$ cat src/rtl/oc8051_uart_peer.sv
`timescale 1ns/1ps
`default_nettype none
// ============================================================================
// Module   : oc8051_uart_peer
// Brief    : Far-end serial peer for 8051 modes 1/2/3 framing (8 or 9 data bits)
// Revision : 1.0
// ============================================================================
module oc8051_uart_peer #(
    parameter int CLK_DIV = 16,
    parameter int CNT_W   = 16
) (
    input  logic       clk,
    input  logic       rst,
    input  logic       nine_bit,
    input  logic [7:0] tx_data,
    input  logic       tx_bit8,
    input  logic       tx_valid,
    output logic       tx_ready,
    output logic       txd,
    input  logic       rxd,
    output logic [7:0] rx_data,
    output logic       rx_bit8,
    output logic       rx_valid,
    input  logic       rx_ready,
    output logic       rx_frame_err,
    output logic       rx_overrun
);

    localparam logic [CNT_W-1:0] c_bit_last = CNT_W'(CLK_DIV - 1);
    localparam logic [CNT_W-1:0] c_smp_a    = CNT_W'(CLK_DIV / 2 - 1);
    localparam logic [CNT_W-1:0] c_smp_b    = CNT_W'(CLK_DIV / 2);
    localparam logic [CNT_W-1:0] c_smp_c    = CNT_W'(CLK_DIV / 2 + 1);

    localparam logic [2:0] c_st_idle  = 3'd0;
    localparam logic [2:0] c_st_start = 3'd1;
    localparam logic [2:0] c_st_data  = 3'd2;
    localparam logic [2:0] c_st_bit8  = 3'd3;
    localparam logic [2:0] c_st_stop  = 3'd4;

    // ---------------- transmitter ----------------
    logic [2:0]       tx_state_q, tx_state_d;
    logic [CNT_W-1:0] tx_cnt_q, tx_cnt_d;
    logic [2:0]       tx_bit_q, tx_bit_d;
    logic [7:0]       tx_shift_q, tx_shift_d;
    logic             tx_b8_q, tx_b8_d;
    logic             tx_nine_q, tx_nine_d;
    logic             txd_q, txd_d;

    always_comb begin
        tx_state_d = tx_state_q;
        tx_cnt_d   = tx_cnt_q;
        tx_bit_d   = tx_bit_q;
        tx_shift_d = tx_shift_q;
        tx_b8_d    = tx_b8_q;
        tx_nine_d  = tx_nine_q;
        txd_d      = txd_q;
        if (tx_state_q == c_st_idle) begin
            if (tx_valid) begin
                tx_state_d = c_st_start;
                tx_cnt_d   = '0;
                tx_shift_d = tx_data;
                tx_b8_d    = tx_bit8;
                tx_nine_d  = nine_bit;
                txd_d      = 1'b0;
            end
        end else if (tx_cnt_q != c_bit_last) begin
            tx_cnt_d = tx_cnt_q + 1'b1;
        end else begin
            // Next bit level is registered on the boundary so txd stays glitch-free.
            tx_cnt_d = '0;
            case (tx_state_q)
                c_st_start: begin
                    tx_state_d = c_st_data;
                    tx_bit_d   = '0;
                    txd_d      = tx_shift_q[0];
                end
                c_st_data: begin
                    if (tx_bit_q != 3'd7) begin
                        tx_bit_d   = tx_bit_q + 1'b1;
                        tx_shift_d = {1'b0, tx_shift_q[7:1]};
                        txd_d      = tx_shift_q[1];
                    end else if (tx_nine_q) begin
                        tx_state_d = c_st_bit8;
                        txd_d      = tx_b8_q;
                    end else begin
                        tx_state_d = c_st_stop;
                        txd_d      = 1'b1;
                    end
                end
                c_st_bit8: begin
                    tx_state_d = c_st_stop;
                    txd_d      = 1'b1;
                end
                default: begin
                    tx_state_d = c_st_idle;
                    txd_d      = 1'b1;
                end
            endcase
        end
    end

    always_ff @(posedge clk or posedge rst) begin
        if (rst) begin
            tx_state_q <= c_st_idle;
            tx_cnt_q   <= '0;
            tx_bit_q   <= '0;
            tx_shift_q <= '0;
            tx_b8_q    <= 1'b0;
            tx_nine_q  <= 1'b0;
            txd_q      <= 1'b1;
        end else begin
            tx_state_q <= tx_state_d;
            tx_cnt_q   <= tx_cnt_d;
            tx_bit_q   <= tx_bit_d;
            tx_shift_q <= tx_shift_d;
            tx_b8_q    <= tx_b8_d;
            tx_nine_q  <= tx_nine_d;
            txd_q      <= txd_d;
        end
    end

    assign tx_ready = (tx_state_q == c_st_idle);
    assign txd      = txd_q;

    // ---------------- receiver ----------------
    logic             rx_sync1_q, rx_sync1_d, rx_sync2_q, rx_sync2_d, rx_prev_q, rx_prev_d;
    logic [2:0]       rx_state_q, rx_state_d;
    logic [CNT_W-1:0] rx_cnt_q, rx_cnt_d;
    logic [2:0]       rx_bit_q, rx_bit_d;
    logic [7:0]       rx_shift_q, rx_shift_d;
    logic             rx_b8_q, rx_b8_d;
    logic             rx_nine_q, rx_nine_d;
    logic [1:0]       rx_vote_q, rx_vote_d;
    logic             rx_done_q, rx_done_d;
    logic             rx_stop_q, rx_stop_d;
    logic [7:0]       rx_data_q, rx_data_d;
    logic             rx_bit8_q, rx_bit8_d;
    logic             rx_err_q, rx_err_d;
    logic             rx_valid_q, rx_valid_d;
    logic             rx_ovr_q, rx_ovr_d;
    logic             w_rxd_s, w_maj;

    assign w_rxd_s = rx_sync2_q;
    assign w_maj   = (rx_vote_q[0] & rx_vote_q[1]) | (rx_vote_q[0] & w_rxd_s) |
                     (rx_vote_q[1] & w_rxd_s);

    always_comb begin
        rx_sync1_d = rxd;
        rx_sync2_d = rx_sync1_q;
        rx_prev_d  = rx_sync2_q;
        rx_state_d = rx_state_q;
        rx_cnt_d   = rx_cnt_q;
        rx_bit_d   = rx_bit_q;
        rx_shift_d = rx_shift_q;
        rx_b8_d    = rx_b8_q;
        rx_nine_d  = rx_nine_q;
        rx_vote_d  = rx_vote_q;
        rx_done_d  = 1'b0;
        rx_stop_d  = rx_stop_q;
        rx_data_d  = rx_data_q;
        rx_bit8_d  = rx_bit8_q;
        rx_err_d   = rx_err_q;
        rx_valid_d = rx_valid_q;
        rx_ovr_d   = 1'b0;
        if (rx_state_q == c_st_idle) begin
            if (rx_prev_q && !w_rxd_s) begin
                rx_state_d = c_st_start;
                rx_cnt_d   = '0;
                rx_nine_d  = nine_bit;
                rx_b8_d    = 1'b0;
            end
        end else begin
            rx_cnt_d = (rx_cnt_q == c_bit_last) ? '0 : rx_cnt_q + 1'b1;
            if (rx_cnt_q == c_smp_a) rx_vote_d[0] = w_rxd_s;
            if (rx_cnt_q == c_smp_b) rx_vote_d[1] = w_rxd_s;
            // Third vote is the live sample; the decision is taken on that count.
            if (rx_cnt_q == c_smp_c) begin
                case (rx_state_q)
                    c_st_start: begin
                        rx_state_d = w_maj ? c_st_idle : c_st_data;
                        rx_bit_d   = '0;
                    end
                    c_st_data: begin
                        rx_shift_d = {w_maj, rx_shift_q[7:1]};
                        rx_bit_d   = rx_bit_q + 1'b1;
                        if (rx_bit_q == 3'd7) rx_state_d = rx_nine_q ? c_st_bit8 : c_st_stop;
                    end
                    c_st_bit8: begin
                        rx_b8_d    = w_maj;
                        rx_state_d = c_st_stop;
                    end
                    default: begin
                        rx_state_d = c_st_idle;
                        rx_done_d  = 1'b1;
                        rx_stop_d  = w_maj;
                    end
                endcase
            end
        end
        if (rx_done_q) begin
            if (!rx_valid_q || rx_ready) begin
                rx_data_d  = rx_shift_q;
                rx_bit8_d  = rx_b8_q;
                rx_err_d   = ~rx_stop_q;
                rx_valid_d = 1'b1;
            end else begin
                rx_ovr_d = 1'b1;
            end
        end else if (rx_valid_q && rx_ready) begin
            rx_valid_d = 1'b0;
        end
    end

    always_ff @(posedge clk or posedge rst) begin
        if (rst) begin
            rx_sync1_q <= 1'b1;
            rx_sync2_q <= 1'b1;
            rx_prev_q  <= 1'b1;
            rx_state_q <= c_st_idle;
            rx_cnt_q   <= '0;
            rx_bit_q   <= '0;
            rx_shift_q <= '0;
            rx_b8_q    <= 1'b0;
            rx_nine_q  <= 1'b0;
            rx_vote_q  <= 2'b11;
            rx_done_q  <= 1'b0;
            rx_stop_q  <= 1'b1;
            rx_data_q  <= '0;
            rx_bit8_q  <= 1'b0;
            rx_err_q   <= 1'b0;
            rx_valid_q <= 1'b0;
            rx_ovr_q   <= 1'b0;
        end else begin
            rx_sync1_q <= rx_sync1_d;
            rx_sync2_q <= rx_sync2_d;
            rx_prev_q  <= rx_prev_d;
            rx_state_q <= rx_state_d;
            rx_cnt_q   <= rx_cnt_d;
            rx_bit_q   <= rx_bit_d;
            rx_shift_q <= rx_shift_d;
            rx_b8_q    <= rx_b8_d;
            rx_nine_q  <= rx_nine_d;
            rx_vote_q  <= rx_vote_d;
            rx_done_q  <= rx_done_d;
            rx_stop_q  <= rx_stop_d;
            rx_data_q  <= rx_data_d;
            rx_bit8_q  <= rx_bit8_d;
            rx_err_q   <= rx_err_d;
            rx_valid_q <= rx_valid_d;
            rx_ovr_q   <= rx_ovr_d;
        end
    end

    assign rx_data      = rx_data_q;
    assign rx_bit8      = rx_bit8_q;
    assign rx_frame_err = rx_err_q;
    assign rx_valid     = rx_valid_q;
    assign rx_overrun   = rx_ovr_q;

endmodule
`default_nettype wire
$ cat config.mk
export PLATFORM = sky130hd
export DESIGN_NAME = oc8051_uart_peer
export DESIGN_NICKNAME = d
export VERILOG_FILES = /design/src/rtl/oc8051_uart_peer.sv
export SDC_FILE = /design/constraint.sdc
export NUM_CORES = 1
export LEC_CHECK = 0
export ABC_AREA = 1
export BUFFER_PORTS_ARGS = -buffer_cell sky130_fd_sc_hd__buf_2
export CELL_PAD_IN_SITES_DETAIL_PLACEMENT = 2
export CELL_PAD_IN_SITES_GLOBAL_PLACEMENT = 2
export CORE_UTILIZATION = 33
export DETAILED_ROUTE_END_ITERATION = 16
export GPL_ROUTABILITY_DRIVEN = 0
export GPL_TIMING_DRIVEN = 0
export PLACE_DENSITY = 0.74
export SKIP_CTS_REPAIR_TIMING = 1
export SLEW_MARGIN = 20
export SYNTH_ARGS = -nofsm -noshare
export SYNTH_HDL_FRONTEND = slang
export SYNTH_SLANG_ARGS = --single-unit
$ cat constraint.sdc
create_clock -name clk -period 2.15 [get_ports clk]
set_input_delay 0.1075 -clock clk [delete_from_list [all_inputs] [get_ports clk]]
set_output_delay 0.1075 -clock clk [all_outputs]
set_load 0.05 [all_outputs]
==> metrics.txt, run 1 <==
# TYPE chip_impl_metric gauge
chip_impl_metric{name="period_share",unit="%"} 87.7
chip_impl_info{name="cp-start-kind",value="flop"} 1
chip_impl_metric{name="total_routed_wirelength",unit="microns"} 13300
chip_impl_metric{name="critPathRequiredTime",unit="ns"} 2.04
chip_impl_metric{name="clock_tree.htree_level_count",unit=""} 3
chip_impl_metric{name="maxSlewHeadroom",unit="%"} 55.3
chip_impl_metric{name="tns",unit="ns"} 0
chip_impl_info{name="synth_top_area_cell",value="sky130_fd_sc_hd__dfrtp_1"} 1
chip_impl_metric{name="grt-ovfl-total",unit=""} 0
chip_impl_metric{name="synthDistinctLibCells",unit=""} 36
chip_impl_metric{name="power.density",unit="nW/um^2"} 1120
chip_impl_metric{name="finalSetupViolCount",unit=""} 0
chip_impl_metric{name="maxCapViolCount",unit=""} 0
chip_impl_metric{name="share_of_post_route_cells_with_drive_strength_above_1",unit="%"} 16.9
chip_impl_metric{name="fin_hold_viols",unit=""} 0
chip_impl_metric{name="final-max-slew-violation-count",unit=""} 0
chip_impl_metric{name="first_iter_violations",unit=""} 103
chip_impl_metric{name="num_io_pins",unit=""} 29
chip_impl_metric{name="critical_path_arrival",unit="ns"} 1.78
chip_impl_info{name="synth_area_leaders",value="sky130_fd_sc_hd__dfrtp_1 42%, sky130_fd_sc_hd__nand2_1 14%, sky130_fd_sc_hd__nand3_1 5.6%"} 1
chip_impl_metric{name="vias_per_cell",unit=""} 5.04
chip_impl_metric{name="drc_errors",unit=""} 0
chip_impl_metric{name="synth-seq-cells",unit=""} 84
chip_impl_metric{name="worst_ir_drop_vdd",unit="uV"} 442
chip_impl_info{name="criticalPathCategory",value="reg -> out"} 1
chip_impl_info{name="timing.hold.worst.class",value="in -> reg"} 1
chip_impl_metric{name="grt_antenna_before_repair",unit=""} 0
chip_impl_metric{name="ys_warn_count",unit=""} 0
chip_impl_metric{name="drt-pass1-iter-count",unit=""} 4
chip_impl_metric{name="grt.total_usage",unit="%"} 20.1
chip_impl_metric{name="fp.dieArea",unit="sq um"} 14300
chip_impl_metric{name="clk_path_buf_depth",unit=""} 2
chip_impl_metric{name="die_h",unit="microns"} 120
chip_impl_metric{name="worst_skew_pair.late_latency",unit="ns"} 0.35
chip_impl_metric{name="grt_pass1_vias",unit=""} 4530
chip_impl_metric{name="postSynthCellCount",unit=""} 577
chip_impl_info{name="result_of_the_run",value="complete, no violations"} 1
chip_impl_metric{name="synth.top_cell.area_share",unit="%"} 42.2
chip_impl_metric{name="layout-area-overhead-vs-synth",unit="%"} 17.2
chip_impl_metric{name="avgRoutedWirePerCell",unit="microns"} 16.6
chip_impl_metric{name="via_count",unit=""} 4048
chip_impl_metric{name="detailedPlacementHpwl",unit="microns"} 9890
chip_impl_metric{name="core_util_final",unit="%"} 40.1
chip_impl_metric{name="ant_nets_after_route",unit=""} 0
chip_impl_metric{name="finalNetCount",unit=""} 645
chip_impl_metric{name="fin_skew",unit="ns"} 0.00694
chip_impl_metric{name="start_util",unit="%"} 34.2
chip_impl_metric{name="grt_pass1_wl",unit="microns"} 22600
chip_impl_metric{name="instance_area_after_placement",unit="sq um"} 5000
chip_impl_info{name="clock-root-buffer",value="sky130_fd_sc_hd__clkbuf_16"} 1
chip_impl_metric{name="post_synth.cell_area_avg",unit="sq um"} 7.91
chip_impl_metric{name="critical_path.max_fanout",unit=""} 10
chip_impl_metric{name="floorplan.rows",unit=""} 42
chip_impl_metric{name="number_of_buffers_created_by_cts",unit=""} 9
chip_impl_metric{name="core_area",unit="sq um"} 13300
chip_impl_metric{name="worst_slew_pin_slew",unit="ns"} 0.664
chip_impl_metric{name="clock_sinks",unit=""} 84
chip_impl_metric{name="fmax",unit="GHz"} 0.531
chip_impl_metric{name="worst_setup_hold_path_clk_slew",unit="ns"} 0.07
chip_impl_metric{name="power_leakage",unit="nW"} 2.60
chip_impl_metric{name="antenna_cells_inserted",unit=""} 0
chip_impl_metric{name="fin_crit",unit="ns"} 1.88
chip_impl_info{name="rsz_0062_raised_after_global_routing",value="false"} 1
chip_impl_metric{name="synth_seq_area_share",unit="%"} 46.2
chip_impl_metric{name="final_area",unit="sq um"} 5350
chip_impl_metric{name="syn-cell-area",unit="sq um"} 4560
chip_impl_info{name="cts_tree",value="built"} 1
chip_impl_metric{name="synthesis.nets",unit=""} 600
chip_impl_metric{name="numPortBuffers",unit=""} 28
chip_impl_metric{name="die_extent_in_x",unit="microns"} 120
chip_impl_info{name="setup.worst_path.end_class",value="primary output"} 1
chip_impl_metric{name="grt_start_max_net_pins",unit=""} 32
-- critical path, stage by stage (launching register included) --
cell,delay [ns]
sky130_fd_sc_hd__dfrtp_1,0.46
sky130_fd_sc_hd__nor2_1,0.14
sky130_fd_sc_hd__nand2_1,0.11
sky130_fd_sc_hd__inv_2,0.13
sky130_fd_sc_hd__buf_2,0.27
sky130_fd_sc_hd__buf_2,0.31
-- cell families (layout without fill, tap and decap cells) --
logic type	after synthesis	count (layout)	share of synthesized area [%]
compound gates	64	64	8.11
fa+ha+maj	8	8	2.19
buf+inv	77	127	7.51
simple gates	329	329	32.9
xor+xnor	12	12	2.30
flops	84	84	46.2
mux	3	3	0.740
-- routing by layer --
layer / share of wire, % / wire length, microns / up-vias / track usage [%]
li1: - / - / 1961 / -
met2: 53 / 7050 / 22 / 36.8
met4: 1.2 / 153 / 0 / 4.69
met1: 44 / 5870 / 2049 / 24.0
met5: 0 / 0 / - / 0
met3: 1.7 / 225 / 16 / 4.13
-- cell type report --
cell class,count,area (sq um)
multi-input cells,416,2110
clock inverters,6,96.3
flip-flops and latches,84,2110
well taps,176,220
inverters,66,256
repair buffers,34,238
plain buffers,11,90.1
fillers,1559,8000
clock buffers,10,229
-- state kept, by name, summed over array words and instances, names as in the netlist, 2 cells and up --
| register | cells |
|---|---|
| rx_cnt_q | 16 |
| tx_bit_q | 3 |
| tx_state_q | 3 |
| tx_shift_q | 8 |
| rx_vote_q | 2 |
| rx_data | 8 |
| rx_shift_q | 8 |
| rx_state_q | 3 |
| tx_cnt_q | 16 |
| rx_bit_q | 3 |
-- path summary, 6_finish.rpt --
check	from	to	slack, ns	cells past startpoint
min	rx_ready	rx_overrun$_DFF_PP0_	0.02	4
min in group asynchronous	rst	tx_b8_q$_DFFE_PP0P_	0.32	3
max in group asynchronous	rst	rx_sync1_q$_DFF_PP1_	1.25	4
max reg2reg	tx_bit_q[0]$_DFFE_PP0P_	tx_shift_q[1]$_DFFE_PP0P_	0.34	8
max	tx_state_q[0]$_DFFE_PP0P_	tx_ready	0.27	5
min reg2reg	rx_sync1_q$_DFF_PP1_	rx_prev_d$_DFF_PP1_	0.37	0
-- cell usage after synthesis --
cell type                  number
sky130_fd_sc_hd__nor2_4         3
sky130_fd_sc_hd__nand3_2        1
sky130_fd_sc_hd__o211ai_1       1
sky130_fd_sc_hd__or2_4          1
sky130_fd_sc_hd__and2_1         1
sky130_fd_sc_hd__o21ai_1       14
sky130_fd_sc_hd__dfrtp_1       77
sky130_fd_sc_hd__o21bai_1       3
sky130_fd_sc_hd__o32ai_1        1
sky130_fd_sc_hd__nand2_2        7
sky130_fd_sc_hd__buf_8          1
sky130_fd_sc_hd__a21oi_1        2
sky130_fd_sc_hd__inv_2          7
sky130_fd_sc_hd__clkbuf_1       1
sky130_fd_sc_hd__nor3_1         6
sky130_fd_sc_hd__inv_4          2
sky130_fd_sc_hd__xnor2_1        1
sky130_fd_sc_hd__xor2_1        11
sky130_fd_sc_hd__nand2_4        3
sky130_fd_sc_hd__buf_2          3
sky130_fd_sc_hd__nand3_1       51
sky130_fd_sc_hd__nand3_4        3
sky130_fd_sc_hd__nor2_1        47
sky130_fd_sc_hd__nand3b_1       2
sky130_fd_sc_hd__ha_1           8
sky130_fd_sc_hd__buf_4          3
sky130_fd_sc_hd__o22ai_1        5
sky130_fd_sc_hd__nor2_2         4
sky130_fd_sc_hd__o21ai_0       30
sky130_fd_sc_hd__o21ai_2        8
sky130_fd_sc_hd__buf_6          3
sky130_fd_sc_hd__dfstp_2        7
sky130_fd_sc_hd__inv_1         57
sky130_fd_sc_hd__mux2_2         3
sky130_fd_sc_hd__nand4_1       24
sky130_fd_sc_hd__nand2_1      176
-- per-stage QoR --
step / setup slack [ns] / instances / total power, mW / hold slack [ns]
final: 0.265 / 803 / 6.00 / 0.0243
after global routing: 0.129 / 803 / 6.41 / 0.0368
after CTS: 0.219 / 800 / 6.12 / -0.229
after detailed placement: 0.381 / 784 / 4.32 / 0.149
after global placement: 0.352 / 781 / 4.17 / 0.219
after floorplan: 0.695 / 577 / 3.64 / 0.112
-- cells in the final DEF (no fill, tap or decap), drive strengths merged, types with 7 or more instances in the layout --
master,Yosys,routed
nand3,55,55
dfrtp,77,77
inv,66,67
buf,10,41
o21ai,52,52
nand2,186,186
xor2,11,11
clkbuf,1,11
dfstp,7,7
ha,8,8
nor2,54,54
nand4,24,24
-- power by group --
part / leakage (nW) / switching [mW] / internal (mW) / total [mW]
Combinational: 1.33 / 1.48 / 0.654 / 2.14
Sequential: 1.12 / 0.266 / 1.86 / 2.13
Clock: 0.155 / 0.705 / 1.03 / 1.74
Total: 2.60 / 2.45 / 3.55 / 6.00
No activity file was read; power rests on OpenSTA's default activity.
==> run 2, diff against run 1 <==
Settings changed: CORE_UTILIZATION 33 to 36, CTS_CLUSTER_DIAMETER set to 60, PLACE_DENSITY 0.74 to 0.77.
Clock period 2.15 ns to 2.09 ns, I/O delays scaled along.
==> run 2 against run 1 <==
  * Hold slack about the same
  * Clock power about the same
  * Sequential share of layout area increased by 0.11 points
  * Global-route usage increased by 2.9 points
  * Clock skew increased by 0.0018 ns
  * Count of clock-buffer cells in the layout increased by 4
  * First-iteration DRC count increased by 17%
  * Non-clock buffer count decreased by 1
  * Utilization increased by 3.8 points
  * Via count increased by 0.25%
  * Sequential power increased by 3%
  * Register-to-register slack about the same
  * Critical path type unchanged
  * Largest cell class unchanged
  * Highest routed layer unchanged
==> metrics.txt, run 2 (synthesis results as in run 1) <==
# TYPE chip_impl_metric gauge
chip_impl_info{name="result_of_the_run",value="complete, no violations"} 1
chip_impl_info{name="mostFrequentLayoutCell",value="sky130_fd_sc_hd__nand2_1"} 1
chip_impl_info{name="reg.largest.list",value="rx_cnt_q x16, tx_cnt_q x16"} 1
chip_impl_metric{name="numPortBuffers",unit=""} 28
chip_impl_metric{name="power_leakage",unit="nW"} 2.61
chip_impl_metric{name="total_routed_wirelength",unit="microns"} 13600
chip_impl_info{name="cpMostUsedCell",value="sky130_fd_sc_hd__buf_2"} 1
chip_impl_info{name="cts_tree",value="built"} 1
chip_impl_metric{name="worst_setup_hold_path_clk_slew",unit="ns"} 0.07
chip_impl_metric{name="grt_pass1_wl",unit="microns"} 23100
chip_impl_metric{name="grt.total_usage",unit="%"} 23.1
chip_impl_metric{name="fin_crit",unit="ns"} 1.85
chip_impl_metric{name="power.density",unit="nW/um^2"} 1150
chip_impl_metric{name="tns",unit="ns"} 0
chip_impl_metric{name="clk_path_buf_depth",unit=""} 2
chip_impl_info{name="setup.worst_path.end_class",value="primary output"} 1
chip_impl_metric{name="netSwitchingFraction",unit="%"} 40.6
chip_impl_metric{name="avgRoutedWirePerCell",unit="microns"} 17.1
chip_impl_metric{name="period_share",unit="%"} 88.5
chip_impl_metric{name="number_of_buffers_created_by_cts",unit=""} 9
chip_impl_metric{name="antenna_cells_inserted",unit=""} 0
chip_impl_metric{name="die_extent_in_x",unit="microns"} 115
chip_impl_metric{name="power.share.clock",unit="%"} 28.4
chip_impl_metric{name="fin_skew",unit="ns"} 0.00869
chip_impl_info{name="r2r-end",value="tx_shift_q[3]$_DFFE_PP0P_"} 1
chip_impl_info{name="hold_end",value="tx_b8_q$_DFFE_PP0P_"} 1
chip_impl_metric{name="core_area",unit="sq um"} 12200
chip_impl_metric{name="final-max-slew-violation-count",unit=""} 0
chip_impl_metric{name="floorplan.rows",unit=""} 40
chip_impl_info{name="clock-root-buffer",value="sky130_fd_sc_hd__clkbuf_16"} 1
chip_impl_metric{name="fp.dieArea",unit="sq um"} 13100
chip_impl_metric{name="fmax",unit="GHz"} 0.540
chip_impl_metric{name="worst_r2r_path_depth",unit=""} 8
chip_impl_metric{name="internal-power",unit="mW"} 3.65
chip_impl_info{name="critPathTopFamily",value="buffers and inverters"} 1
chip_impl_metric{name="detailedPlacementHpwl",unit="microns"} 10100
chip_impl_metric{name="grt-ovfl-total",unit=""} 0
chip_impl_metric{name="worstHoldPathCells",unit=""} 2
chip_impl_metric{name="critPathMaxStageDelay",unit="ns"} 0.47
chip_impl_metric{name="ant_nets_after_route",unit=""} 0
chip_impl_metric{name="worst_slew_pin_slew",unit="ns"} 0.729
chip_impl_metric{name="grt_pass1_vias",unit=""} 4544
chip_impl_metric{name="worstPathBufferInverterCount",unit=""} 3
chip_impl_info{name="critical_path.cell_chain",value="nor2_1 > nand2_1 > inv_2 > buf_2 > buf_2"} 1
chip_impl_metric{name="drc_errors",unit=""} 0
chip_impl_metric{name="core_util_final",unit="%"} 43.9
chip_impl_metric{name="critical_path_arrival",unit="ns"} 1.75
chip_impl_info{name="critical_path.reg2reg.startpoint",value="tx_bit_q[0]$_DFFE_PP0P_"} 1
chip_impl_metric{name="first_iter_violations",unit=""} 121
chip_impl_metric{name="num_io_pins",unit=""} 29
chip_impl_metric{name="start_util",unit="%"} 37.5
chip_impl_metric{name="drt-pass1-iter-count",unit=""} 4
chip_impl_metric{name="maxCapViolCount",unit=""} 0
chip_impl_metric{name="finalNetCount",unit=""} 644
chip_impl_metric{name="finalSetupViolCount",unit=""} 0
chip_impl_metric{name="p_switching",unit="mW"} 2.49
chip_impl_metric{name="critPathRequiredTime",unit="ns"} 1.99
chip_impl_metric{name="r2r_setup_slack",unit="ns"} 0.34
chip_impl_metric{name="share_of_post_route_cells_with_drive_strength_above_1",unit="%"} 16.9
chip_impl_info{name="critical_path.slowest_cell",value="sky130_fd_sc_hd__dfrtp_1"} 1
chip_impl_info{name="rsz_0062_raised_after_global_routing",value="false"} 1
chip_impl_metric{name="fin_hold_viols",unit=""} 0
chip_impl_metric{name="grt_start_max_net_pins",unit=""} 27
chip_impl_info{name="criticalPathCategory",value="reg -> out"} 1
chip_impl_metric{name="clock_tree.htree_level_count",unit=""} 3
chip_impl_info{name="hold_path.startpoint",value="tx_bit8"} 1
chip_impl_metric{name="pwr-share-comb",unit="%"} 36.1
chip_impl_metric{name="worst_ir_drop_vdd",unit="uV"} 441
chip_impl_info{name="timing.hold.worst.class",value="in -> reg"} 1
chip_impl_metric{name="clock_sinks",unit=""} 84
chip_impl_metric{name="layout-area-overhead-vs-synth",unit="%"} 16.9
chip_impl_info{name="layout.cells.most_common_list",value="176 x sky130_fd_sc_hd__nand2_1, 77 x sky130_fd_sc_hd__dfrtp_1, 56 x sky130_fd_sc_hd__inv_1"} 1
chip_impl_metric{name="die_h",unit="microns"} 115
chip_impl_info{name="cp-start-kind",value="flop"} 1
chip_impl_metric{name="worst_skew_pair.late_latency",unit="ns"} 0.35
chip_impl_metric{name="fill_cells",unit=""} 1428
chip_impl_metric{name="maxSlewHeadroom",unit="%"} 50.9
chip_impl_metric{name="critical_path.max_fanout",unit=""} 10
chip_impl_metric{name="grt_antenna_before_repair",unit=""} 0
chip_impl_metric{name="power.share.sequential",unit="%"} 35.6
chip_impl_metric{name="via_count",unit=""} 4058
chip_impl_metric{name="vias_per_cell",unit=""} 5.11
## run 2: final cells by class
cell class              instances  area (sq um)  area share (%)
clock buffers                  14           284            5.32
well taps                     168           210            3.94
plain buffers                  11          90.1            1.69
clock inverters                 2          38.8           0.727
multi-input cells             416          2110            39.6
flip-flops and latches         84          2110            39.6
repair buffers                 33           235            4.41
inverters                      66           256            4.81
## run 2: how the worst max path moves through the flow
stage                         startpoint  slack (ns)  cells past startpoint                   endpoint
2_1_floorplan    tx_bit_q[0]$_DFFE_PP0P_        0.64                      8  tx_shift_q[7]$_DFFE_PP0P_
3_3_place_gp                         rst        0.29                      2    rx_cnt_q[9]$_DFFE_PP0P_
3_5_place_dp     tx_bit_q[0]$_DFFE_PP0P_        0.36                      8  tx_shift_q[3]$_DFFE_PP0P_
4_1_cts        tx_state_q[0]$_DFFE_PP0P_        0.21                      5                   tx_ready
5_1_grt        tx_state_q[0]$_DFFE_PP0P_        0.12                      5                   tx_ready
6_report       tx_state_q[0]$_DFFE_PP0P_        0.24                      5                   tx_ready
## run 2: metrics by stage
step / hold slack, ns / std cells / cell area, sq um / setup slack (ns) / total power, mW
floorplan: 0.109 / 577 / 4570 / 0.635 / 3.74
global placement: 0.209 / 773 / 4920 / 0.291 / 4.28
global route: 0.0269 / 794 / 5340 / 0.123 / 6.57
CTS: -0.158 / 792 / 5320 / 0.213 / 6.24
finish: 0.0248 / 794 / 5340 / 0.240 / 6.15
detailed placement: 0.212 / 776 / 4990 / 0.357 / 4.45
## run 2: power by group through the flow
| stage | Clock, mW | Combinational, mW | Sequential (mW) |
|---|---|---|---|
| after floorplan | 0 | 1.57 | 2.17 |
| after global placement | 0 | 2.09 | 2.20 |
| after detailed placement | 0 | 2.24 | 2.22 |
| after CTS | 1.79 | 2.25 | 2.19 |
| after global routing | 1.84 | 2.49 | 2.23 |
| final | 1.74 | 2.22 | 2.19 |
## run 2: metal layers
layer | share of wire [%] | vias up | track usage, %
met5 | 0 | - | 0
met4 | 2.1 | 0 | 9.96
met3 | 1.4 | 15 | 2.70
met2 | 51 | 29 | 40.4
met1 | 45 | 2057 | 28.6
li1 | - | 1957 | -
==> run 3, diff against run 2 <==
Settings changed: CORE_UTILIZATION 36 to 38, CTS_BUF_LIST set to sky130_fd_sc_hd__clkbuf_4 sky130_fd_sc_hd__clkbuf_8, PLACE_DENSITY 0.77 to 0.81, SETUP_SLACK_MARGIN set to 0.02, SKIP_LAST_GASP set to 1.
==> run 3 against run 2 <==
  * The run now ends with design-rule violations, negative hold slack left
  * Sequential cell count unchanged
  * Hold slack worse by 0.045 ns
  * Die area decreased by 5.2%
  * Via count is 1.2% lower
  * Worst setup slack got worse by 0.043 ns
  * Clock skew grew 0.0058 ns
  * Global-route usage grew 0.25 points
  * Register-to-register slack better by 0.02 ns
  * Critical path depth did not move
  * Cell area down 3.4%
==> metrics.txt, run 3 (synthesis results as in run 1) <==
# TYPE chip_impl_metric gauge
chip_impl_metric{name="grt.total_usage",unit="%"} 23.3
chip_impl_metric{name="detailedPlacementHpwl",unit="microns"} 9420
chip_impl_metric{name="die_h",unit="microns"} 112
chip_impl_metric{name="period_share",unit="%"} 90.6
chip_impl_metric{name="grt_start_max_net_pins",unit=""} 35
chip_impl_metric{name="number_of_buffers_created_by_cts",unit=""} 9
chip_impl_metric{name="core_area",unit="sq um"} 11600
chip_impl_metric{name="fin_skew",unit="ns"} 0.0145
chip_impl_info{name="startpoint",value="tx_state_q[0]$_DFFE_PP0P_"} 1
chip_impl_metric{name="fin_hold_viols",unit=""} 3
chip_impl_metric{name="grt_pass1_vias",unit=""} 4562
chip_impl_metric{name="antenna_cells_inserted",unit=""} 0
chip_impl_metric{name="worst_setup_hold_path_clk_slew",unit="ns"} 0.09
chip_impl_metric{name="netSwitchingFraction",unit="%"} 44.7
chip_impl_metric{name="floorplan.rows",unit=""} 39
chip_impl_metric{name="die_extent_in_x",unit="microns"} 112
chip_impl_metric{name="layoutNonFillerInstCount",unit=""} 770
chip_impl_metric{name="worstHoldPathCells",unit=""} 3
chip_impl_metric{name="start_util",unit="%"} 39.5
chip_impl_info{name="failed_checks",value="design-rule violations, negative hold slack"} 1
chip_impl_metric{name="grt_pass1_wl",unit="microns"} 22800
chip_impl_metric{name="ant_nets_after_route",unit=""} 0
chip_impl_metric{name="fp.dieArea",unit="sq um"} 12500
chip_impl_info{name="reg.largest.list",value="rx_cnt_q x16, tx_cnt_q x16"} 1
chip_impl_metric{name="maxSlewHeadroom",unit="%"} 61.2
chip_impl_metric{name="multi_input_area",unit="sq um"} 2110
chip_impl_metric{name="worst_hold_slack_after_final_layout",unit="ns"} -0.0206
chip_impl_metric{name="drt-pass1-iter-count",unit=""} 10
chip_impl_metric{name="power.share.sequential",unit="%"} 39.4
chip_impl_metric{name="pwr-share-comb",unit="%"} 39.5
chip_impl_metric{name="worst_skew_pair.late_latency",unit="ns"} 0.39
chip_impl_info{name="cpMostUsedCell",value="sky130_fd_sc_hd__buf_2"} 1
chip_impl_metric{name="fin_crit",unit="ns"} 1.89
chip_impl_metric{name="worst_ir_drop_vdd",unit="uV"} 435
chip_impl_metric{name="p_switching",unit="mW"} 2.47
chip_impl_metric{name="r2r_setup_slack",unit="ns"} 0.36
chip_impl_info{name="mostFrequentLayoutCell",value="sky130_fd_sc_hd__nand2_1"} 1
chip_impl_metric{name="fmax",unit="GHz"} 0.528
chip_impl_metric{name="clock_sinks",unit=""} 84
chip_impl_metric{name="grt-ovfl-total",unit=""} 0
chip_impl_metric{name="power.share.clock",unit="%"} 21.1
chip_impl_metric{name="final-max-slew-violation-count",unit=""} 0
chip_impl_info{name="criticalPathCategory",value="reg -> out"} 1
chip_impl_metric{name="via_count",unit=""} 4011
chip_impl_metric{name="critPathRequiredTime",unit="ns"} 1.99
chip_impl_info{name="critical_path.cell_chain",value="nor2_1 > nand2_1 > inv_2 > buf_2 > buf_2"} 1
chip_impl_info{name="critical_path.reg2reg.startpoint",value="tx_bit_q[0]$_DFFE_PP0P_"} 1
chip_impl_metric{name="tns",unit="ns"} 0
chip_impl_metric{name="fill_cells",unit=""} 1369
chip_impl_info{name="critical_path.slowest_cell",value="sky130_fd_sc_hd__dfrtp_1"} 1
chip_impl_info{name="cp-start-kind",value="flop"} 1
chip_impl_metric{name="share_of_post_route_cells_with_drive_strength_above_1",unit="%"} 16.9
chip_impl_metric{name="finalSetupViolCount",unit=""} 0
chip_impl_info{name="rsz_0062_raised_after_global_routing",value="false"} 1
chip_impl_metric{name="avgRoutedWirePerCell",unit="microns"} 17.1
chip_impl_metric{name="place_inst",unit=""} 750
chip_impl_metric{name="critical_path.max_fanout",unit=""} 10
chip_impl_metric{name="critPathMaxStageDelay",unit="ns"} 0.47
chip_impl_metric{name="worst_r2r_path_depth",unit=""} 8
chip_impl_metric{name="clk_path_buf_depth",unit=""} 2
chip_impl_metric{name="clock_tree.htree_level_count",unit=""} 3
chip_impl_metric{name="num_io_pins",unit=""} 29
chip_impl_metric{name="critical_path_arrival",unit="ns"} 1.79
chip_impl_info{name="result_of_the_run",value="finished, violations left"} 1
chip_impl_metric{name="preCtsSetupSlack",unit="ns"} 0.336
chip_impl_info{name="cts_tree",value="built"} 1
chip_impl_metric{name="grt_antenna_before_repair",unit=""} 0
chip_impl_info{name="setup.worst_path.end_class",value="primary output"} 1
chip_impl_metric{name="setup_slack",unit="ns"} 0.197
chip_impl_metric{name="first_iter_violations",unit=""} 160
chip_impl_metric{name="layout.area.seq",unit="sq um"} 2110
chip_impl_info{name="r2r-end",value="tx_shift_q[7]$_DFFE_PP0P_"} 1
chip_impl_metric{name="power",unit="mW"} 5.53
chip_impl_info{name="layout.cells.most_common_list",value="176 x sky130_fd_sc_hd__nand2_1, 77 x sky130_fd_sc_hd__dfrtp_1, 56 x sky130_fd_sc_hd__inv_1"} 1
chip_impl_metric{name="total_routed_wirelength",unit="microns"} 13200
chip_impl_metric{name="numPortBuffers",unit=""} 28
chip_impl_metric{name="internal-power",unit="mW"} 3.06
chip_impl_info{name="clock-root-buffer",value="sky130_fd_sc_hd__clkbuf_8"} 1
chip_impl_metric{name="vias_per_cell",unit=""} 5.21
chip_impl_metric{name="layout-area-overhead-vs-synth",unit="%"} 12.9
chip_impl_metric{name="drc_errors",unit=""} 3
chip_impl_metric{name="finalNetCount",unit=""} 645
chip_impl_metric{name="power.density",unit="nW/um^2"} 1070
chip_impl_metric{name="power_leakage",unit="nW"} 2.53
chip_impl_metric{name="worst_slew_pin_slew",unit="ns"} 0.581
chip_impl_metric{name="maxCapViolCount",unit=""} 0
chip_impl_info{name="timing.hold.worst.class",value="in -> reg"} 1
chip_impl_info{name="hold_path.startpoint",value="nine_bit"} 1
chip_impl_info{name="hold_end",value="rx_nine_q$_DFFE_PP0P_"} 1
==> run 3: cell types whose count changed in the layout (fill, tap and decap cells not counted), sizes merged <==
| cell | before | now |
|---|---|---|
| dlygate4sd3 | 2 | 4 |
| buf | 41 | 40 |
| clkinv | 0 | 3 |
| clkinvlp | 1 | 2 |
| bufinv | 1 | 0 |
| inv | 66 | 67 |
| clkbuf | 15 | 11 |
==> run 3: power groups by stage <==
stage	sequential, mW	combinational, mW	clock (mW)
final	2.18	2.19	1.17
after global routing	2.22	2.50	1.24
after CTS	2.18	2.23	1.20
after detailed placement	2.21	2.20	0
after global placement	2.19	2.08	0
after floorplan	2.17	1.57	0
==> run 3: layer usage <==
metal / GRT usage, % / routed length (microns) / vias up
met5: 0 / 0 / -
met1: 27.9 / 5980 / 2009
li1: - / - / 1957
met2: 42.2 / 6760 / 26
met3: 3.32 / 214 / 19
met4: 9.19 / 250 / 0
==> run 3: how the worst max path moves through the flow <==
stage	end	slack, ns
detailed placement	tx_shift_q[0]$_DFFE_PP0P_	0.34
floorplan	tx_shift_q[7]$_DFFE_PP0P_	0.64
CTS	tx_ready	0.17
global placement	rx_cnt_q[14]$_DFFE_PP0P_	0.34
global route	tx_ready	0.09
finish	tx_ready	0.20
==> run 3: critical path: cells and delay by family, from the launching register on <==
family	cells	cell delay (ns)
buffers and inverters	3	0.69
flip-flops	1	0.47
AND/OR/NAND/NOR	2	0.24
==> run 3: layout make-up <==
cell class                      instances  area share [%]
Sequential cell                        84            41.0
Buffer                                 11            1.75
Clock inverter                          6           0.923
Timing Repair Buffer                   34            4.27
Tap cell                              143            3.47
Clock buffer                           10            2.67
Inverter                               66            4.98
Multi-Input combinational cell        416            41.0
==> run 3: through the flow <==
stage	util (%)	area, sq um
2_1_floorplan	-	4570
3_3_place_gp	42.3	4890
3_5_place_dp	42.6	4930
4_1_cts	44.2	5110
5_1_grt	44.6	5150
6_report	44.6	5150
